### config.mk
export PLATFORM = sky130hd
export DESIGN_NAME = alu_seq
export DESIGN_NICKNAME = d
export VERILOG_FILES = /design/src/rtl/alu_seq.sv
export SDC_FILE = /design/constraint.sdc
export NUM_CORES = 1
export LEC_CHECK = 0
export ABC_AREA = 1
export ABC_CLOCK_PERIOD_IN_PS = 3050
export BUFFER_PORTS_ARGS = -buffer_cell sky130_fd_sc_hd__buf_2
export CORE_UTILIZATION = 60
export DETAILED_ROUTE_END_ITERATION = 7
export GPL_ROUTABILITY_DRIVEN = 0
export PLACE_DENSITY = 0.79
export SYNTH_ARGS = -nofsm -noshare
export SYNTH_HDL_FRONTEND = slang
export SYNTH_SLANG_ARGS = --single-unit
export TNS_END_PERCENT = 1
### constraint.sdc
create_clock -name clk -period 3.05 [get_ports clk]
set_input_delay 0 -clock clk [delete_from_list [all_inputs] [get_ports clk]]
set_output_delay 0 -clock clk [all_outputs]
set_load 0.02 [all_outputs]
### src/rtl/alu_seq.sv
// Registered accumulator ALU with a carry register and iterative multiply/divide.
// Single-cycle ops complete on the accept edge; extended ops run WIDTH shift steps.
module alu_seq #(
  parameter int WIDTH = 8,
  parameter int IMM_W = 5
) (
  input  logic             clk,
  input  logic             reset_n,
  input  logic             in_valid,
  output logic             in_ready,
  input  logic [WIDTH-1:0] acc,
  input  logic [WIDTH-1:0] op_reg,
  input  logic [IMM_W-1:0] imm,
  input  logic             type_code,
  input  logic             ext_op,
  input  logic [3:0]       r_op,
  input  logic [2:0]       i_op,
  input  logic             sc_clr,
  output logic             out_valid,
  output logic [WIDTH-1:0] rslt,
  output logic             sc_out,
  output logic             zero,
  output logic             branch,
  output logic             busy
);

  localparam int CNT_W = $clog2(WIDTH);
  localparam logic [CNT_W-1:0] LAST_ITER = CNT_W'(WIDTH - 1);
  localparam logic [WIDTH-1:0] WIDTH_VAL = WIDTH'(WIDTH);

  typedef enum logic [1:0] {IDLE, ITER, DONE} state_t;

  state_t           state;
  logic [CNT_W-1:0] iterCnt;
  logic [WIDTH-1:0] workHi;
  logic [WIDTH-1:0] workLo;
  logic [WIDTH-1:0] operand;
  logic [1:0]       extFunct;
  logic             sc;

  logic [WIDTH-1:0] immExt;
  logic [WIDTH-1:0] aluB;
  logic [WIDTH:0]   addSum;
  logic [WIDTH:0]   subDiff;
  logic [WIDTH-1:0] nextRslt;
  logic             nextBranch;
  logic             carryUpd;
  logic             carryVal;
  logic             isMulti;

  logic [WIDTH:0]   mulSum;
  logic [WIDTH:0]   divShift;
  logic             divFits;
  logic [WIDTH-1:0] divDiff;
  logic [WIDTH-1:0] extResult;

  function automatic logic [WIDTH-1:0] shiftLeft(input logic [WIDTH-1:0] value,
                                                 input logic [WIDTH-1:0] amount);
    if (amount >= WIDTH_VAL) return '0;
    return value << amount;
  endfunction

  function automatic logic [WIDTH-1:0] shiftRight(input logic [WIDTH-1:0] value,
                                                  input logic [WIDTH-1:0] amount);
    if (amount >= WIDTH_VAL) return '0;
    return value >> amount;
  endfunction

  assign in_ready = (state == IDLE);
  assign busy     = (state != IDLE);
  assign sc_out   = sc;
  assign isMulti  = ext_op && (r_op[3:2] == 2'b00);

  assign immExt  = WIDTH'(imm);
  assign aluB    = type_code ? immExt : op_reg;
  assign addSum  = {1'b0, acc} + {1'b0, aluB} + {{WIDTH{1'b0}}, sc};
  assign subDiff = {1'b0, acc} - {1'b0, aluB} + {{WIDTH{1'b0}}, sc};

  // One step of shift-add multiply and of restoring divide; only one is committed per cycle.
  assign mulSum    = {1'b0, workHi} + (workLo[0] ? {1'b0, operand} : '0);
  assign divShift  = {workHi, workLo[WIDTH-1]};
  assign divFits   = divShift >= {1'b0, operand};
  assign divDiff   = divShift[WIDTH-1:0] - operand;
  assign extResult = extFunct[0] ? workHi : workLo;

  always_comb begin
    nextRslt   = '0;
    nextBranch = 1'b0;
    carryUpd   = 1'b0;
    carryVal   = addSum[WIDTH];
    if (ext_op) begin
      nextRslt = '0;
    end else if (!type_code) begin
      case (r_op)
        4'd0: begin nextRslt = addSum[WIDTH-1:0];  carryVal = addSum[WIDTH];  carryUpd = 1'b1; end
        4'd1: begin nextRslt = subDiff[WIDTH-1:0]; carryVal = subDiff[WIDTH]; carryUpd = 1'b1; end
        4'd2: nextRslt = acc & op_reg;
        4'd3: nextRslt = acc | op_reg;
        4'd4: nextRslt = acc ^ op_reg;
        4'd5: nextRslt = WIDTH'(^op_reg);
        4'd6: nextRslt = shiftLeft(acc, op_reg);
        4'd7: nextRslt = shiftRight(acc, op_reg);
        4'd8, 4'd9, 4'd15: nextRslt = op_reg;
        4'd10: nextRslt = WIDTH'(acc == op_reg);
        4'd11: nextRslt = WIDTH'($signed(acc) < $signed(op_reg));
        4'd12: nextBranch = (acc == WIDTH'(1));
        4'd13: nextBranch = 1'b1;
        4'd14: nextRslt = acc;
      endcase
    end else begin
      case (i_op)
        3'd0: begin nextRslt = addSum[WIDTH-1:0];  carryVal = addSum[WIDTH];  carryUpd = 1'b1; end
        3'd1: begin nextRslt = subDiff[WIDTH-1:0]; carryVal = subDiff[WIDTH]; carryUpd = 1'b1; end
        3'd2: nextRslt = acc & immExt;
        3'd3: nextRslt = shiftLeft(acc, immExt);
        3'd4: nextRslt = shiftRight(acc, immExt);
        3'd5, 3'd7: nextRslt = immExt;
        3'd6: nextRslt = '0;
      endcase
    end
  end

  // Multiply keeps the product in {workHi, workLo}; divide keeps remainder/quotient there.
  // A zero divisor naturally yields an all-ones quotient and the dividend as remainder.
  always_ff @(posedge clk or negedge reset_n) begin
    if (!reset_n) begin
      state     <= IDLE;
      iterCnt   <= '0;
      workHi    <= '0;
      workLo    <= '0;
      operand   <= '0;
      extFunct  <= '0;
      sc        <= 1'b0;
      rslt      <= '0;
      zero      <= 1'b1;
      branch    <= 1'b0;
      out_valid <= 1'b0;
    end else begin
      out_valid <= 1'b0;
      if (sc_clr) sc <= 1'b0;
      case (state)
        IDLE: begin
          if (in_valid) begin
            if (isMulti) begin
              state    <= ITER;
              iterCnt  <= '0;
              extFunct <= r_op[1:0];
              workHi   <= '0;
              if (!r_op[1]) begin
                workLo  <= op_reg;
                operand <= acc;
              end else begin
                workLo  <= acc;
                operand <= op_reg;
              end
            end else begin
              rslt      <= nextRslt;
              zero      <= (nextRslt == '0);
              branch    <= nextBranch;
              out_valid <= 1'b1;
              if (carryUpd && !sc_clr) sc <= carryVal;
            end
          end
        end
        ITER: begin
          if (!extFunct[1]) begin
            workHi <= mulSum[WIDTH:1];
            workLo <= {mulSum[0], workLo[WIDTH-1:1]};
          end else begin
            workHi <= divFits ? divDiff : divShift[WIDTH-1:0];
            workLo <= {workLo[WIDTH-2:0], divFits};
          end
          if (iterCnt == LAST_ITER) state <= DONE;
          else iterCnt <= iterCnt + 1'b1;
        end
        DONE: begin
          rslt      <= extResult;
          zero      <= (extResult == '0);
          branch    <= 1'b0;
          out_valid <= 1'b1;
          state     <= IDLE;
          if (extFunct[1] && (operand == '0) && !sc_clr) sc <= 1'b1;
        end
        default: state <= IDLE;
      endcase
    end
  end

endmodule

==> results by group <==
Outcome
  • Status: finished clean

Finish
  • Antenna diodes: 0
  • Nets: 1270
  • Commonest non-fill, non-tap cell in the layout: nand2_1
  • Fillcell total: 1007
  • Most frequent cells in the layout: 314 x nand2_1, 143 x nand3_1, 125 x inv_1
  • Cell Count, Final, Fillers Out: 1297
  • Final Instance Area: 7098 um^2
  • Layout cell share with drive strength beyond 1: 9.388%
  • Final core occ: 67.54%
  • Synthesis-to-layout area growth: 7.504%

Power
  • Overall power: 4.483 mW
  • Int Pwr: 2.078 mW
  • Sequential share of power: 24.9%
  • Clock Power Share: 8.8%
  • Pwr/cell area: 631.6 nW/um^2
  • NetSw: 2.405 mW
  • Logic pwr share: 66.4%
  • Peak VDD IR: 0.4642 mV
  • Sw Ratio: 53.64%
  • P_leak: 3.838 nW

Placement
  • Dpl cells: 1287
  • Place WS: 0.2796 ns
  • Hpwl dp: 16730 um
  • Placed cell area: 6985 um^2
  • Count of buffers from port buffering: 47

Timing
  • Relative slew margins: 36.81%
  • Unrepaired setup endpoints after global routing: no
  • Max Fclk: 0.3683 GHz
  • Final Slew Violations: 0
  • Setup tns final: 0 ns
  • Final period utilization: 89.03%
  • Worst setup margin: 0.3345 ns
  • Hold Violations, Final: 0
  • Setup Skew: 0.009507 ns
  • # setup viols final: 0
  • Tmin final: 2.716 ns
  • Tightest Pin Transition: 0.9478 ns
  • Final hold slack: 0.09516 ns

Synthesis
  • Syn Std Cell Area: 6603 um^2
  • Post-synthesis cell count: 1120
  • Simple-Gate Fraction of Synth Area: 41.31%
  • Compound-Gate Fraction of Synth Area: 14.78%
  • #FFs+latches synth: 43
  • Synth unique cells: 44
  • Adder-cell area share of the yosys netlist: 14.97%
  • Largest family of logic cells by synthesized area: simple AND/OR/NAND/NOR gates
  • Ys Warns: 0
  • Ys flop type: dfrtp_1
  • Avg Cell Area, Syn: 5.895 um^2
  • Sequential share of the synthesized area: 16.32%
  • EDFF count, synth: 0
  • Synth async-reset ratio: 100.0%
  • XOR/XNOR Fraction of Synth Area: 1.724%
  • Post-synth net total: 1230
  • Post-synthesis mux area share: 0.1516%

Critical path
  • Worst-path fanout max: 4
  • CP endpoint kind: register
  • Reg2Reg Depth: 15
  • Critical setup path kind: reg2reg
  • Req. time, crit path: 3.29 ns
  • Startpoint Class: register
  • WP data arrival: 2.96 ns

Floorplanning
  • Top Ports: 48
  • Core ar.: 10510 um^2
  • Die height: 106.9 um
  • Die area: 11430 um^2
  • Row cnt: 37
  • Initial core utilization: 62.83%
  • Die X: 106.9 um

Route
  • Final WL: 21150 um
  • First-pass iteration count of the detailed router: 6
  • WL/cell: 16.30 um
  • DRC viols: 0
  • Remaining antenna violation count: 0
  • Drt via density: 5.935
  • Vias: 7698
  • 1st-iter DRT viols: 703

Worst hold path
  • Hold Path Depth: 3
  • Min-Delay Path Class: in2reg

Clock network
  • TritonCTS Buffers: 5
  • Skew-Pair Late Insertion Delay: 0.31 ns
  • Bufs on Longest Clock Path: 2
  • CTS tree: yes
  • H-tree depth: 2
  • Num Clock Sinks: 43
  • Clk slew on worst S/H paths: 0.09 ns
  • CTS Root Cell: clkbuf_8
  • Post-CTS Setup Inserts: 0

GRT
  • First-pass GRT wire length: 33890 um
  • GR Overflow Total: 0
  • Initial antenna violation count: 0
  • GR Util All Layers: 37.66%
  • Vias in the first global route: 7064
  • Pin count of the biggest net entering global routing: 44

Job
  • Max-Cap Viols: 0
-- synth_stat cells, types with 10 or more instances --
master	instances	area, um^2
nand2_1	314	1179
nand3_1	143	715.7
inv_1	125	469.2
nor2_1	118	442.9
ha_1	71	888.4
o21ai_0	61	305.3
a21oi_1	57	285.3
dfrtp_1	42	1051
nand4_1	23	143.9
o211ai_1	21	157.7
clkbuf_1	16	60.06
o21ai_1	16	80.08
buf_2	14	70.07
inv_2	11	41.29
nor3_1	11	55.05
a31oi_1	10	62.56
-- final timing paths --
check                      slack, ns          end     from
setup / recovery                0.33         zero   sc_out
hold / removal                   0.1  extFunct[0]  r_op[0]
min in group asynchronous       0.36    workHi[6]  reset_n
setup reg to reg                0.33         zero   sc_out
hold reg to reg                 0.49      rslt[5]  rslt[5]
max in group asynchronous       2.10      rslt[6]  reset_n
-- flip-flops by register name, summed over array words and instances, names as in the netlist --
signal	flops
zero	1
operand	8
branch	1
workHi	8
rslt	8
extFunct	2
state	2
workLo	8
out_valid	1
iterCnt	3
sc_out	1
-- worst max-delay path, stage by stage (launching register included) --
cell and delay (ns):
dfrtp_1 0.37, inv_1 0.11, ha_1 0.30, inv_1 0.04
ha_1 0.21, fa_1 0.43, xor2_1 0.20, nand2_1 0.07
o21ai_1 0.06, nor3_1 0.20, nand3_1 0.10, nand2_1 0.14
nand3_1 0.09, nor2_1 0.11, nand3_1 0.08, a21oi_1 0.13
-- power by group through the flow --
stage / sequential (mW) / combinational (mW) / clock, mW
floorplan: 1.07 / 2.20 / 0
CTS: 1.10 / 2.93 / 0.397
detailed placement: 1.11 / 2.91 / 0
global placement: 1.11 / 2.86 / 0
finish: 1.11 / 2.97 / 0.394
global route: 1.14 / 3.35 / 0.423
-- kinds of logic after synthesis --
family                     count (synthesis)
xor gates and xnor gates                  13
buffers and inverters                    177
adders and majority gates                 76
and+or+nand+nor                          634
DFF                                       43
AOI/OAI and AO/OA                        176
muxes                                      1
-- routing by layer --
layer / GRT usage, % / wire (um) / share of wire, %
met1: 46.59 / 8452 / 40
met4: 27.59 / 1584 / 7.5
met3: 3.708 / 1816 / 8.6
met2: 60.92 / 9293 / 44
met5: 0 / 0 / 0
-- layout make-up --
type	instances	area (um^2)	area share, %
Multi-Input combinational cell	900	4816	67.85
Sequential cell	43	1077	15.18
Inverter	139	521.8	7.351
Timing Repair Buffer	71	420.4	5.923
Clock inverter	3	23.77	0.3349
Clock buffer	5	68.82	0.9695
Tap cell	136	170.2	2.397
-- timing repair --
item / 4_1_cts / 5_1_grt
endpoints found under the setup margin: 0 / 0
endpoints found under the hold margin: 43 / 0
hold buffers: 2 / 0
gates resized for setup: 0 / 0
Power figures use the tool's default switching activity.
